`src/rtl/bram_sweep_pkg.sv`:
```
// Shared types and constants for the block-RAM sweep controller.
// Build option: define BRAM_SWEEP_VERIFY_EN to include the read-back verify
// states (RD_B, CHK). Without it, each word takes only read and write cycles.
package bram_sweep_pkg;

    localparam int CYCLES_PER_WORD_VERIFY = 4;
    localparam int CYCLES_PER_WORD_FAST   = 2;

`ifdef BRAM_SWEEP_VERIFY_EN
    typedef enum logic [2:0] {
        ST_IDLE = 3'd0,
        ST_RD_A = 3'd1,
        ST_WR_B = 3'd2,
        ST_RD_B = 3'd3,
        ST_CHK  = 3'd4,
        ST_DONE = 3'd5
    } sweep_state_t;

    localparam int CYCLES_PER_WORD = CYCLES_PER_WORD_VERIFY;
`else
    typedef enum logic [2:0] {
        ST_IDLE = 3'd0,
        ST_RD_A = 3'd1,
        ST_WR_B = 3'd2,
        ST_DONE = 3'd5
    } sweep_state_t;

    localparam int CYCLES_PER_WORD = CYCLES_PER_WORD_FAST;
`endif

endpackage

```
`src/rtl/bram_sweep_ctrl.sv`:
```
// Dual-port block-RAM sweep controller: walks a window of WORD_COUNT words
// starting at START_ADDR (wrapping at the top of memory). Each word is read on
// port A and written back plus INCR on port B.
// Build option: BRAM_SWEEP_VERIFY_EN adds a port-B read-back and compare per
// word; a mismatch stops the sweep with error raised.
// RAM port outputs are decoded from the state because write data depends on
// the same-cycle port-A read data.
module bram_sweep_ctrl
    import bram_sweep_pkg::*;
#(
    parameter int DATA_W     = 16,
    parameter int ADDR_W     = 10,
    parameter int START_ADDR = 0,
    parameter int WORD_COUNT = 8,
    parameter int INCR       = 1
) (
    input  logic              clk,
    input  logic              rst,
    input  logic              start,
    input  logic [DATA_W-1:0] q_a,
    input  logic [DATA_W-1:0] q_b,
    output logic [ADDR_W-1:0] addr_a,
    output logic [ADDR_W-1:0] addr_b,
    output logic              we_b,
    output logic [DATA_W-1:0] d_b,
    output logic [DATA_W-1:0] display_value,
    output logic              busy,
    output logic              done,
    output logic              error
);

    localparam logic [ADDR_W-1:0] BASE_ADDR = ADDR_W'(START_ADDR);
    localparam logic [ADDR_W-1:0] LAST_IDX  = ADDR_W'(WORD_COUNT - 1);
    localparam logic [ADDR_W-1:0] IDX_ONE   = ADDR_W'(1);
    localparam logic [DATA_W-1:0] INCR_W    = DATA_W'(INCR);

    // The window may not be larger than the address space.
    if ((WORD_COUNT < 1) || (WORD_COUNT > (1 << ADDR_W))) begin : g_bad_word_count
        $error("bram_sweep_ctrl: WORD_COUNT must be in 1..2**ADDR_W");
    end

    sweep_state_t      state_r;
    sweep_state_t      state_s;
    logic [ADDR_W-1:0] idx_r;
    logic [ADDR_W-1:0] cur_addr_s;
    logic              last_word_s;
    logic [DATA_W-1:0] display_value_r;
    logic              busy_r;
    logic              done_r;

    // Address arithmetic is ADDR_W wide so the window wraps naturally.
    assign cur_addr_s  = BASE_ADDR + idx_r;
    assign last_word_s = (idx_r == LAST_IDX);

`ifdef BRAM_SWEEP_VERIFY_EN
    logic [DATA_W-1:0] expected_r;
    logic              error_r;
    logic              mismatch_s;

    assign mismatch_s = (q_b != expected_r);
    assign error      = error_r;
`else
    logic unused_q_b_s;

    assign unused_q_b_s = ^q_b;
    assign error        = 1'b0;
`endif

    assign display_value = display_value_r;
    assign busy          = busy_r;
    assign done          = done_r;

    // Next-state selection and RAM port drive for the current state.
    always_comb begin
        state_s = state_r;
        addr_a  = {ADDR_W{1'b0}};
        addr_b  = {ADDR_W{1'b0}};
        we_b    = 1'b0;
        d_b     = {DATA_W{1'b0}};
        case (state_r)
            ST_IDLE: begin
                if (start) begin
                    state_s = ST_RD_A;
                end else begin
                    state_s = ST_IDLE;
                end
            end
            ST_RD_A: begin
                addr_a  = cur_addr_s;
                state_s = ST_WR_B;
            end
            ST_WR_B: begin
                addr_b = cur_addr_s;
                we_b   = 1'b1;
                d_b    = q_a + INCR_W;
`ifdef BRAM_SWEEP_VERIFY_EN
                state_s = ST_RD_B;
`else
                if (last_word_s) begin
                    state_s = ST_DONE;
                end else begin
                    state_s = ST_RD_A;
                end
`endif
            end
`ifdef BRAM_SWEEP_VERIFY_EN
            ST_RD_B: begin
                addr_b  = cur_addr_s;
                state_s = ST_CHK;
            end
            ST_CHK: begin
                if (mismatch_s || last_word_s) begin
                    state_s = ST_DONE;
                end else begin
                    state_s = ST_RD_A;
                end
            end
`endif
            ST_DONE: begin
                if (start) begin
                    state_s = ST_RD_A;
                end else begin
                    state_s = ST_DONE;
                end
            end
            default: begin
                state_s = ST_IDLE;
            end
        endcase
    end

    // State register.
    always_ff @(posedge clk or posedge rst) begin
        if (rst) begin
            state_r <= ST_IDLE;
        end else begin
            state_r <= state_s;
        end
    end

    // Word index, result/status registers and the verify reference value.
    always_ff @(posedge clk or posedge rst) begin
        if (rst) begin
            idx_r           <= {ADDR_W{1'b0}};
            display_value_r <= {DATA_W{1'b0}};
            busy_r          <= 1'b0;
            done_r          <= 1'b0;
`ifdef BRAM_SWEEP_VERIFY_EN
            expected_r      <= {DATA_W{1'b0}};
            error_r         <= 1'b0;
`endif
        end else begin
            busy_r <= (state_s != ST_IDLE) && (state_s != ST_DONE);
            done_r <= (state_s == ST_DONE);
            case (state_r)
                ST_IDLE, ST_DONE: begin
                    if (start) begin
                        idx_r   <= {ADDR_W{1'b0}};
`ifdef BRAM_SWEEP_VERIFY_EN
                        error_r <= 1'b0;
`endif
                    end else begin
                        idx_r <= idx_r;
                    end
                end
                ST_WR_B: begin
                    display_value_r <= d_b;
`ifdef BRAM_SWEEP_VERIFY_EN
                    expected_r      <= d_b;
`else
                    if (!last_word_s) begin
                        idx_r <= idx_r + IDX_ONE;
                    end else begin
                        idx_r <= idx_r;
                    end
`endif
                end
`ifdef BRAM_SWEEP_VERIFY_EN
                ST_CHK: begin
                    if (mismatch_s) begin
                        display_value_r <= q_b;
                        error_r         <= 1'b1;
                    end else if (!last_word_s) begin
                        idx_r <= idx_r + IDX_ONE;
                    end else begin
                        idx_r <= idx_r;
                    end
                end
`endif
                default: begin
                    idx_r <= idx_r;
                end
            endcase
        end
    end

endmodule
```
`config.mk`:
```
export PLATFORM = sky130hd
export DESIGN_NAME = bram_sweep_ctrl
export DESIGN_NICKNAME = d
export VERILOG_FILES = /design/src/rtl/bram_sweep_pkg.sv /design/src/rtl/bram_sweep_ctrl.sv
export SDC_FILE = /design/constraint.sdc
export NUM_CORES = 1
export LEC_CHECK = 0
export ABC_CLOCK_PERIOD_IN_PS = 3680
export CAP_MARGIN = 15
export CORE_AREA = 2 2 85 87
export DETAILED_ROUTE_END_ITERATION = 10
export DIE_AREA = 0 0 87 89
export GPL_ROUTABILITY_DRIVEN = 1
export GPL_TIMING_DRIVEN = 0
export SLEW_MARGIN = 15
export SYNTH_ARGS = -nofsm -noshare
export SYNTH_HDL_FRONTEND = slang
export SYNTH_SLANG_ARGS = --single-unit
export TNS_END_PERCENT = 100
```
`constraint.sdc`:
```
create_clock -name clk -period 3.68 [get_ports clk]
set_input_delay 0.552 -clock clk [delete_from_list [all_inputs] [get_ports clk]]
set_output_delay 0.552 -clock clk [all_outputs]
set_load 0.03 [all_outputs]
```
==> results of run 1 <==
==> per-stage QoR <==
step / power, uW / setup WS [ps] / cells
6_report: 1900 / 184 / 372
5_1_grt: 2030 / 5.37 / 372
3_3_place_gp: 1560 / 124 / 364
3_5_place_dp: 1570 / 107 / 364
4_1_cts: 1930 / 81.6 / 372
2_1_floorplan: 1150 / 1300 / 211
==> sequential cells by signal, summed over array words and instances (netlist names) <==
signal	cells
display_value	16
idx_r	10
state_r	3
busy	1
done	1
==> cells in the final DEF (no fill, tap or decap), drive strengths merged, types with 2 or more instances in the layout <==
cell type and n:
clkinv 2, o2bb2ai 2, a21o 6, a221o 2
nand2 23, nor2 19, and3 3, nor4 4
o22a 2, ha 2, nand3 16, xor2 7
buf 7, clkdlybuf4s50 72, xnor2 8, inv 3
dfrtp 31, clkbuf 10, or3 2, o31ai 3
o21ai 16, and2 22, nor3 8, nand4 6
or2 2
==> timing repair <==
item | 4_1_cts | 5_1_grt
endpoints found under the hold margin | 0 | 0
resized for setup | 0 | 1
endpoints found under the setup margin | 0 | 1
==> power by group through the flow <==
stage | Combinational, uW | Sequential, uW | Clock [uW]
6_report | 1010 | 542 | 350
5_1_grt | 1090 | 562 | 381
4_1_cts | 1020 | 543 | 363
3_5_place_dp | 1020 | 550 | 0
3_3_place_gp | 1020 | 546 | 0
2_1_floorplan | 434 | 712 | 0
==> tightest hold or removal path, cell delays in order (launching register included) <==
cell                      delay, ps
sky130_fd_sc_hd__dfrtp_1        340
sky130_fd_sc_hd__nand2_1         50
sky130_fd_sc_hd__o21ai_0         60
==> per-layer routing <==
layer  up-vias  part of all wire, %
li1        894                    -
met1       845                   45
met5         -                    0
met4         0                 0.78
met3         2                  3.6
met2        41                   50
==> area by class of cell <==
type | instances | area share (%)
multi-input cells | 165 | 35.8
well taps | 80 | 3.57
clock buffers | 6 | 2.95
repair buffers | 73 | 26.2
plain buffers | 11 | 1.97
inverters | 4 | 0.581
flip-flops and latches | 31 | 27.7
clock inverters | 2 | 1.25
==> cell families (layout without fill, tap and decap cells) <==
family | Yosys count | in the layout | synth area share, %
multiplexers | 1 | 1 | 0.541
XOR/XNOR | 15 | 15 | 7.10
adder cells (fa/ha/maj) | 3 | 3 | 1.89
other | 1 | 1 | 0.203
AO/OA/AOI/OAI | 35 | 35 | 13.5
flip-flops | 31 | 31 | 41.9
AND/OR/NAND/NOR | 110 | 110 | 31.0
buffers and inverters | 15 | 96 | 3.86
==> worst paths after layout <==
check                                    endpoint  slack, ps  depth (start not counted)              start
min in group asynchronous       display_value[10]        690                          2                rst
worst min-delay path            display_value[13]        480                          2  display_value[13]
worst max-delay path                      d_b[12]        180                          7             q_a[0]
worst max register to register           idx_r[5]       1850                          6           idx_r[0]
worst min register to register  display_value[13]        480                          2  display_value[13]
max in group asynchronous        display_value[8]       2560                          2                rst
==> metrics.log, run 1 <==
INFO  metric run_status = finished clean
INFO  metric die-height = 89 um
INFO  metric area_taken_by_multi_input_logic_gates = 0.00100 mm2
INFO  metric numClockSinks = 31
INFO  metric combinational_group_share_of_total_power = 53.1%
INFO  metric syn-instance-count = 211
INFO  metric critPathMaxStageDelay = 680 ps
INFO  metric worstSkewPairLatency = 280 ps
INFO  metric p_int = 1080 uW
INFO  metric critical_path.startpoint_type = input pin
INFO  metric grt_setup_unrepaired = no
INFO  metric ant_nets = 0
INFO  metric critical-path-slowest-cell = sky130_fd_sc_hd__clkdlybuf4s50_1
INFO  metric cp.buffers_inverters = 2
INFO  metric finalCritPeriodShare = 95.0%
INFO  metric gp_congestion = 0.743
INFO  metric syn-num-nets = 248
INFO  metric route.detailed.vias_per_inst = 4.79
INFO  metric sequential_element_share_of_the_synthesized_area = 41.9%
INFO  metric post-route-util = 41.7%
INFO  metric drt_iter0_markers = 88
INFO  metric worst_pin_slew = 663 ps
INFO  metric numCtsBuffers = 5
INFO  metric flow.area_growth_from_synthesis = 51.4%
INFO  metric num_rows = 30
INFO  metric timing.critical_path.cells = clkdlybuf4s50_1 -> ha_1 -> nand4_1 -> nor4_1 -> xnor2_1 -> nor2_1 -> clkdlybuf4s50_1
INFO  metric cts_max_level = 2
INFO  metric grt-busiest-layer = met2
INFO  metric timing.max_cap.violations = 0
INFO  metric path_clk_slew = 70 ps
INFO  metric worst_ep_arrival_time = 2940 ps
INFO  metric synth.avg_cell_area = 8.76 um2
INFO  metric reported_leakage_power = 0.00117 uW
INFO  metric antenna_violations_before_repair = 0
INFO  metric pwr-share-clk = 18.4%
INFO  metric hold_slack = 479 ps
INFO  metric placement.io_buffers = 73
INFO  metric synth.lib_cells_used.distinct = 41
INFO  metric maxSlewHeadroom = 55.7%
INFO  metric largest_net_degree_at_the_start_of_global_routing = 32
INFO  metric met1_usage = 18.5%
INFO  metric switching_share = 43.0%
INFO  metric category_of_the_critical_setup_timing_path = input pin to output port
INFO  metric yosysWarnings = 0
INFO  metric sequential_cell_area = 776 um2
INFO  metric cts_hold_repair.buffers = 0
INFO  metric synthesis.area = 0.00185 mm2
INFO  metric placed_area = 0.00268 mm2
INFO  metric fin_skew = 4.44 ps
INFO  metric tritoncts_clock_tree = done
INFO  metric hold_viol_final = 0
INFO  metric worst-endpoint-required = 3130 ps
INFO  metric cp-end-kind = output port
INFO  metric synthTopCellsByArea = sky130_fd_sc_hd__dfrtp_1 (42%), sky130_fd_sc_hd__and2_1 (7.1%), sky130_fd_sc_hd__nand2_1 (4.7%)
INFO  metric netlist.top_cell.by_area = sky130_fd_sc_hd__dfrtp_1
INFO  metric num-fill-cells = 701
INFO  metric grt_pass1_vias = 1704
INFO  metric total_die_area = 0.00774 mm2
INFO  metric switching_power = 818 uW
INFO  metric worst_path_dominant_cell_family = buffers and inverters
INFO  metric irDropWorstVdd = 0.305 mV
INFO  metric synthFlopType = sky130_fd_sc_hd__dfrtp_1
INFO  metric detail_route.wirelength = 5250 um
INFO  metric drt-pass1-iter-count = 4
INFO  metric netlist_top_cells_count = sky130_fd_sc_hd__dfrtp_1 (31), sky130_fd_sc_hd__nand2_1 (23), sky130_fd_sc_hd__and2_1 (21), sky130_fd_sc_hd__nor2_1 (19)
INFO  metric fmax = 0.286 GHz
INFO  metric powerDensity = 679 mW/mm2
INFO  metric maxSlewViolCount = 0
INFO  metric yosys.area.top_type_share = 41.9%
INFO  metric cp_max_fo = 6
INFO  metric seq_power_share = 28.5%
INFO  metric grtUsageTotal = 14.1%
INFO  metric post-route-drc-count = 0
INFO  metric grt_util_met2 = 23.2%
INFO  metric min-delay-path-class = register to register
INFO  metric pin_count = 91
INFO  metric core_area = 0.00672 mm2
INFO  metric synth_most_common_cell = sky130_fd_sc_hd__dfrtp_1
INFO  metric via_count = 1782
INFO  metric tns = 0 ps
INFO  metric timing.final.crit_period = 3500 ps
INFO  metric post-route-cell-area = 0.00280 mm2
INFO  metric crit_top_cell = sky130_fd_sc_hd__clkdlybuf4s50_1
INFO  metric floorplan.die.width = 87 um
INFO  metric ctsRootBufferMaster = sky130_fd_sc_hd__clkbuf_8
INFO  metric clock_path_buffers = 2
INFO  metric final_layout_size_suffix_gt1_share = 7.19%
INFO  metric layout.nets = 328
INFO  metric grt_use_met3 = 2.86%
INFO  metric setup_viol = 0
INFO  metric cts_setup_buffers = 0
INFO  metric num_antenna_cells = 0
INFO  metric initial_core_util = 27.5%
INFO  metric asyncSetResetFlopFracSynth = 100%
INFO  metric grt-ovfl-total = 0
INFO  metric number_of_synthesized_flops_with_an_enable_pin = 0
INFO  metric yosys_register_bits = 31
INFO  metric detailedPlacementHpwl = 3930 um
INFO  metric grt_first_pass_wirelength = 8500 um
INFO  metric post_drt_wl_per_cell = 14.1 um
(Power assumes the default switching activity.)
==> run 2: changes to the inputs <==
Settings changed: CORE_AREA 2 2 85 87 to 2 2 68 70, DIE_AREA 0 0 87 89 to 0 0 70 72, PLACE_DENSITY set to 0.85.
==> run 2 against run 1 <==
Net effect: die area fell by 35%; clock skew rose by 3.6 ps; fmax rose by 1.3%; via count rose by 2.4%; worst hold slack got worse by 6.6 ps; non-clock buffer count rose by 1; critical endpoint unchanged; largest power group unchanged.
==> metrics.log, run 2 (synthesis results as in run 1) <==
INFO  metric worst_ep_arrival_time = 2900 ps (-40 ps)
INFO  metric powerDensity = 666 mW/mm2 (-2.0%)
INFO  metric via_count = 1824 (+2.4%)
INFO  metric irDropWorstVdd = 0.449 mV (+47%)
INFO  metric setup_viol = 0 (unchanged)
INFO  metric largest_reg_flops = 16 (unchanged)
INFO  metric grt_util_met2 = 32.6% (+9.3 points)
INFO  metric final_layout_size_suffix_gt1_share = 6.85% (-0.34 points)
INFO  metric pin_count = 91 (unchanged)
INFO  metric num_antenna_cells = 0 (unchanged)
INFO  metric timing.max_cap.violations = 0 (unchanged)
INFO  metric antenna_violations_before_repair = 0 (unchanged)
INFO  metric reported_leakage_power = 0.00117 uW (-0.48%)
INFO  metric post-route-cell-area = 0.00275 mm2 (-1.8%)
INFO  metric numClockSinks = 31 (unchanged)
INFO  metric area_taken_by_multi_input_logic_gates = 0.00100 mm2 (unchanged)
INFO  metric route.detailed.vias_per_inst = 5.30 (+11%)
INFO  metric drt_iter0_markers = 110 (+25%)
INFO  metric maxSlewHeadroom = 49.9% (-5.9 points)
INFO  metric cts_hold_repair.buffers = 0 (unchanged)
INFO  metric cp_max_fo = 6 (unchanged)
INFO  metric grt_setup_unrepaired = no
INFO  metric fin_skew = 8.04 ps (+3.60 ps)
INFO  metric numCtsBuffers = 5 (unchanged)
INFO  metric post-route-drc-count = 0 (unchanged)
INFO  metric critical_path.startpoint_type = input pin
INFO  metric gp_congestion = 0.811 (+9.1%)
INFO  metric hold_viol_final = 0 (unchanged)
INFO  metric grt-busiest-layer = met2
INFO  metric grt_use_met3 = 5.28% (+2.4 points)
INFO  metric grt_pass1_vias = 1696 (-0.47%)
INFO  metric grt-ovfl-total = 0 (unchanged)
INFO  metric ctsRootBufferMaster = sky130_fd_sc_hd__clkbuf_8
INFO  metric cts_max_level = 2 (unchanged)
INFO  metric clock_path_buffers = 2 (unchanged)
INFO  metric detail_route.wirelength = 5060 um (-3.5%)
INFO  metric cp-end-kind = output port
INFO  metric timing.final.crit_period = 3450 ps (-45.4 ps)
INFO  metric most_frequent_cells_in_the_layout = sky130_fd_sc_hd__clkdlybuf4s50_1 (72), sky130_fd_sc_hd__dfrtp_1 (31), sky130_fd_sc_hd__nand2_1 (23)
INFO  metric grt_first_pass_wirelength = 8200 um (-3.6%)
INFO  metric drt-pass1-iter-count = 4 (unchanged)
INFO  metric total_die_area = 0.00504 mm2 (-35%)
INFO  metric grtUsageTotal = 20.6% (+6.6 points)
INFO  metric detailedPlacementHpwl = 3810 um (-2.9%)
INFO  metric placement.io_buffers = 73 (unchanged)
INFO  metric final_common_cell = sky130_fd_sc_hd__clkdlybuf4s50_1
INFO  metric core_area = 0.00426 mm2 (-37%)
INFO  metric tns = 0 ps (unchanged)
INFO  metric largest_net_degree_at_the_start_of_global_routing = 20 (-38%)
INFO  metric floorplan.die.width = 70 um (-20%)
INFO  metric num-fill-cells = 377 (-46%)
INFO  metric hp-start = display_value[0]
INFO  metric worstSkewPairLatency = 290 ps (about the same)
INFO  metric met1_usage = 27.3% (+8.8 points)
INFO  metric worst_pin_slew = 751 ps (+88.2 ps)
INFO  metric fmax = 0.290 GHz (+1.3%)
INFO  metric min-delay-path-class = register to register
INFO  metric num_rows = 24 (-20%)
INFO  metric initial_core_util = 43.4% (+16 points)
INFO  metric placed_area = 0.00266 mm2 (-0.75%)
INFO  metric path_clk_slew = 60 ps (about the same)
INFO  metric post_drt_wl_per_cell = 14.7 um (+4.3%)
INFO  metric category_of_the_critical_setup_timing_path = input pin to output port
INFO  metric timing.rr.start = idx_r[0]
INFO  metric tritoncts_clock_tree = done
INFO  metric layout.nets = 329 (+0.30%)
INFO  metric finalCritPeriodShare = 93.8% (-1.2 points)
INFO  metric maxSlewViolCount = 0 (unchanged)
INFO  metric flow.area_growth_from_synthesis = 48.7%
INFO  metric worst-endpoint-required = 3130 ps (about the same)
INFO  metric sequential_cell_area = 776 um2 (unchanged)
INFO  metric cp-startpoint = q_a[0]
INFO  metric die-height = 72 um (-19%)
INFO  metric ant_nets = 0 (unchanged)
INFO  metric run_status = finished clean
[run 2: changes by cell type in the layout (fill, tap and decap cells not counted)]
cell / previous run / this run
sky130_fd_sc_hd__inv_2: 1 / 0
sky130_fd_sc_hd__bufinv_16: 1 / 0
sky130_fd_sc_hd__inv_1: 2 / 3
sky130_fd_sc_hd__buf_8: 0 / 1
[run 2: critical path: stages]
cell and delay (ps):
sky130_fd_sc_hd__clkdlybuf4s50_1 570, sky130_fd_sc_hd__ha_1 330, sky130_fd_sc_hd__nand4_1 170, sky130_fd_sc_hd__nor4_1 350
sky130_fd_sc_hd__xnor2_1 130, sky130_fd_sc_hd__nor2_1 100, sky130_fd_sc_hd__clkdlybuf4s50_1 680
[run 2: timing repair]
action | 4_1_cts | 5_1_grt
buffers inserted | 0 | 0
resized for setup | 0 | 1
setup endpoints to repair | 0 | 1
[run 2: final timing paths]
path                                     end  slack (ps)  cells past startpoint
hold reg to reg             display_value[0]         470                      1
min in group asynchronous  display_value[15]         690                      2
max in group asynchronous   display_value[7]        2430                      3
setup reg to reg                    idx_r[5]        1820                      6
hold / removal              display_value[0]         470                      1
setup / recovery                     d_b[12]         230                      7
[run 2: power breakdown]
| group | internal (uW) | switching [uW] | total (uW) |
|---|---|---|---|
| Clock | 146 | 124 | 271 |
| Combinational | 409 | 607 | 1020 |
| Sequential | 457 | 87.0 | 544 |
| Total | 1010 | 818 | 1830 |
[run 2: layout make-up]
class                           count  area share, %
Multi-Input combinational cell    165           36.4
Sequential cell                    31           28.2
Timing Repair Buffer               74           27.2
Clock buffer                        6           3.00
Tap cell                           52           2.37
Buffer                             11           2.00
Inverter                            4          0.591
Clock inverter                      1          0.182
[run 2: per-layer routing]
layer,vias to the layer above,share of wire [%]
met2,63,47
met5,-,0
li1,894,-
met3,7,7.5
met1,860,44
met4,0,1.8
[run 2: metrics by stage]
stage	util (%)	hold slack, ps	cells	worst slack, ps	total power (uW)
finish	64.5	472	344	230	1830
global route	64.5	497	344	52.4	1940
CTS	64.4	479	344	126	1840
detailed placement	62.4	466	337	134	1570
global placement	62.0	464	336	168	1550
floorplan	-	500	211	1300	1150
==> run 3: changes to the inputs <==
Settings changed: CELL_PAD_IN_SITES_DETAIL_PLACEMENT set to 1, CELL_PAD_IN_SITES_GLOBAL_PLACEMENT set to 1, CORE_AREA 2 2 68 70 to 2 2 81 83, DIE_AREA 0 0 70 72 to 0 0 83 85, PLACE_DENSITY 0.85 to unset, PLACE_DENSITY_LB_ADDON set to 0.1.
==> run 3 against run 2 <==
Net effect: sequential cell count did not move; core utilization down 19 points; non-clock buffer count is 1 lower; wire length up 14%; cell count is 7.3% higher; register-to-register slack barely moved; combinational power is essentially flat; largest cell class unchanged; largest power group unchanged; highest routed layer unchanged.
==> metrics.log, run 3 (synthesis results as in run 1) <==
INFO  metric run_status = finished clean
INFO  metric fin_skew = 5.53 ps (-2.51 ps)
INFO  metric cp-end-kind = output port
INFO  metric via_count = 1846 (+1.2%)
INFO  metric final_common_cell = sky130_fd_sc_hd__clkdlybuf4s50_1
INFO  metric min-delay-path-class = register to register
INFO  metric route.detailed.vias_per_inst = 5.00 (-5.7%)
INFO  metric timing.max_cap.violations = 0 (unchanged)
INFO  metric grt_first_pass_wirelength = 9840 um (+20%)
INFO  metric layout.nets = 328 (-0.30%)
INFO  metric maxSlewViolCount = 0 (unchanged)
INFO  metric most_frequent_cells_in_the_layout = sky130_fd_sc_hd__clkdlybuf4s50_1 (72), sky130_fd_sc_hd__dfrtp_1 (31), sky130_fd_sc_hd__nand2_1 (23)
INFO  metric drt-pass1-iter-count = 4 (unchanged)
INFO  metric worst-endpoint-required = 3130 ps (about the same)
INFO  metric worst_pin_slew = 667 ps (-84.3 ps)
INFO  metric gp_congestion = 0.777 (-4.2%)
INFO  metric setup_viol = 0 (unchanged)
INFO  metric numCtsBuffers = 5 (unchanged)
INFO  metric ctsRootBufferMaster = sky130_fd_sc_hd__clkbuf_8
INFO  metric flow.area_growth_from_synthesis = 51.2%
INFO  metric post-place-cells = 361 (+7.1%)
INFO  metric met3RoutedLength = 228 um (-40%)
INFO  metric largest_net_degree_at_the_start_of_global_routing = 32 (+60%)
INFO  metric post-route-drc-count = 0 (unchanged)
INFO  metric fmax = 0.290 GHz (+0.16%)
INFO  metric path_clk_slew = 70 ps (about the same)
INFO  metric core_area = 0.00620 mm2 (+46%)
INFO  metric tns = 0 ps (unchanged)
INFO  metric drt-met1-wl = 2740 um (+23%)
INFO  metric cp_max_fo = 6 (unchanged)
INFO  metric post_drt_wl_per_cell = 15.6 um (+5.9%)
INFO  metric grt_setup_unrepaired = no
INFO  metric placed_area = 0.00268 mm2 (+0.61%)
INFO  metric critical_path.startpoint_type = input pin
INFO  metric floorplan.die.width = 83 um (+19%)
INFO  metric antenna_violations_before_repair = 0 (unchanged)
INFO  metric grt_pass1_vias = 1890 (+11%)
INFO  metric post-route-cell-area = 0.00280 mm2 (+1.7%)
INFO  metric numClockSinks = 31 (unchanged)
INFO  metric category_of_the_critical_setup_timing_path = input pin to output port
INFO  metric hold_viol_final = 0 (unchanged)
INFO  metric drt_iter0_markers = 38 (-65%)
INFO  metric worstSkewPairLatency = 290 ps (about the same)
INFO  metric ant_nets = 0 (unchanged)
INFO  metric die-height = 85 um (+18%)
INFO  metric maxSlewHeadroom = 55.5% (+5.6 points)
INFO  metric cts_setup_buffers = 0 (unchanged)
INFO  metric largest_reg_flops = 16 (unchanged)
INFO  metric detail_route.wirelength = 5750 um (+14%)
INFO  metric tritoncts_clock_tree = done
INFO  metric worst_ep_arrival_time = 2890 ps (about the same)
INFO  metric powerDensity = 688 mW/mm2 (+3.4%)
INFO  metric grt-ovfl-total = 0 (unchanged)
INFO  metric num_rows = 29 (+21%)
INFO  metric detailedPlacementHpwl = 4310 um (+13%)
INFO  metric irDropWorstVdd = 0.330 mV (-26%)
INFO  metric pin_count = 91 (unchanged)
INFO  metric initial_core_util = 29.8% (-14 points)
INFO  metric topRoutingLayerUsed = met4
INFO  metric placement.io_buffers = 73 (unchanged)
INFO  metric finalCritPeriodShare = 93.6% (-0.15 points)
INFO  metric reported_leakage_power = 0.00117 uW (+0.48%)
INFO  metric timing.final.crit_period = 3440 ps (-5.39 ps)
INFO  metric grtUsageTotal = 17.5% (-3.1 points)
INFO  metric clock_path_buffers = 2 (unchanged)
INFO  metric layout.cells.non_filler = 369 (+7.3%)
INFO  metric total_die_area = 0.00706 mm2 (+40%)
INFO  metric cts_max_level = 2 (unchanged)
INFO  metric num_antenna_cells = 0 (unchanged)
INFO  metric num-fill-cells = 734 (+95%)
INFO  metric final_layout_size_suffix_gt1_share = 7.19% (+0.34 points)
INFO  metric dr_wl_met2 = 2710 um (+14%)
## run 3: cell types whose count changed in the layout (fill, tap and decap cells not counted), sizes merged
| cell | change |
|---|---|
| buf | -1 |
| bufinv | +1 |
## run 3: path summary, 6_finish.rpt
path	to	slack (ps)	from	cells past startpoint
hold reg to reg	display_value[0]	470	display_value[0]	1
max in group asynchronous	idx_r[6]	2560	rst	2
setup reg to reg	done	1810	state_r[0]	5
setup / recovery	d_b[12]	240	q_a[0]	7
hold / removal	display_value[0]	470	display_value[0]	1
min in group asynchronous	display_value[0]	680	rst	2
## run 3: layout make-up
cell class	count	area (um2)	area share, %
Clock inverter	2	35.0	1.25
Multi-Input combinational cell	165	1000	35.8
Sequential cell	31	776	27.7
Timing Repair Buffer	73	733	26.2
Tap cell	77	96.3	3.45
Buffer	11	55.1	1.97
Clock buffer	6	82.6	2.95
Inverter	4	16.3	0.582
## run 3: routing by layer
layer	vias to the layer above	track usage, %
li1	896	-
met1	895	23.6
met5	-	0
met4	0	5.37
met3	8	3.70
met2	47	28.4
## run 3: timing repair
item | 4_1_cts | 5_1_grt
setup endpoints to repair | 0 | 1
hold buffers | 0 | 0
resized for setup | 0 | 1
## run 3: stage by stage
| step | setup WS, ps | hold slack, ps | utilization (%) | power [uW] |
|---|---|---|---|---|
| after global routing | 37.6 | 493 | 45.1 | 2040 |
| after floorplan | 1300 | 500 | - | 1150 |
| after detailed placement | 98.4 | 467 | 43.1 | 1590 |
| final | 235 | 475 | 45.1 | 1930 |
| after CTS | 86.6 | 483 | 45.0 | 1950 |
| after global placement | 107 | 461 | 43.1 | 1570 |
## run 3: worst max-delay path, cell delays in order
cell,delay (ps)
sky130_fd_sc_hd__clkdlybuf4s50_1,590
sky130_fd_sc_hd__ha_1,320
sky130_fd_sc_hd__nand4_1,170
sky130_fd_sc_hd__nor4_1,360
sky130_fd_sc_hd__xnor2_1,140
sky130_fd_sc_hd__nor2_1,100
sky130_fd_sc_hd__clkdlybuf4s50_1,670
## run 3: report_power, final
part | switching (uW) | internal (uW)
clock network | 137 | 219
registers | 83.0 | 457
logic | 621 | 408
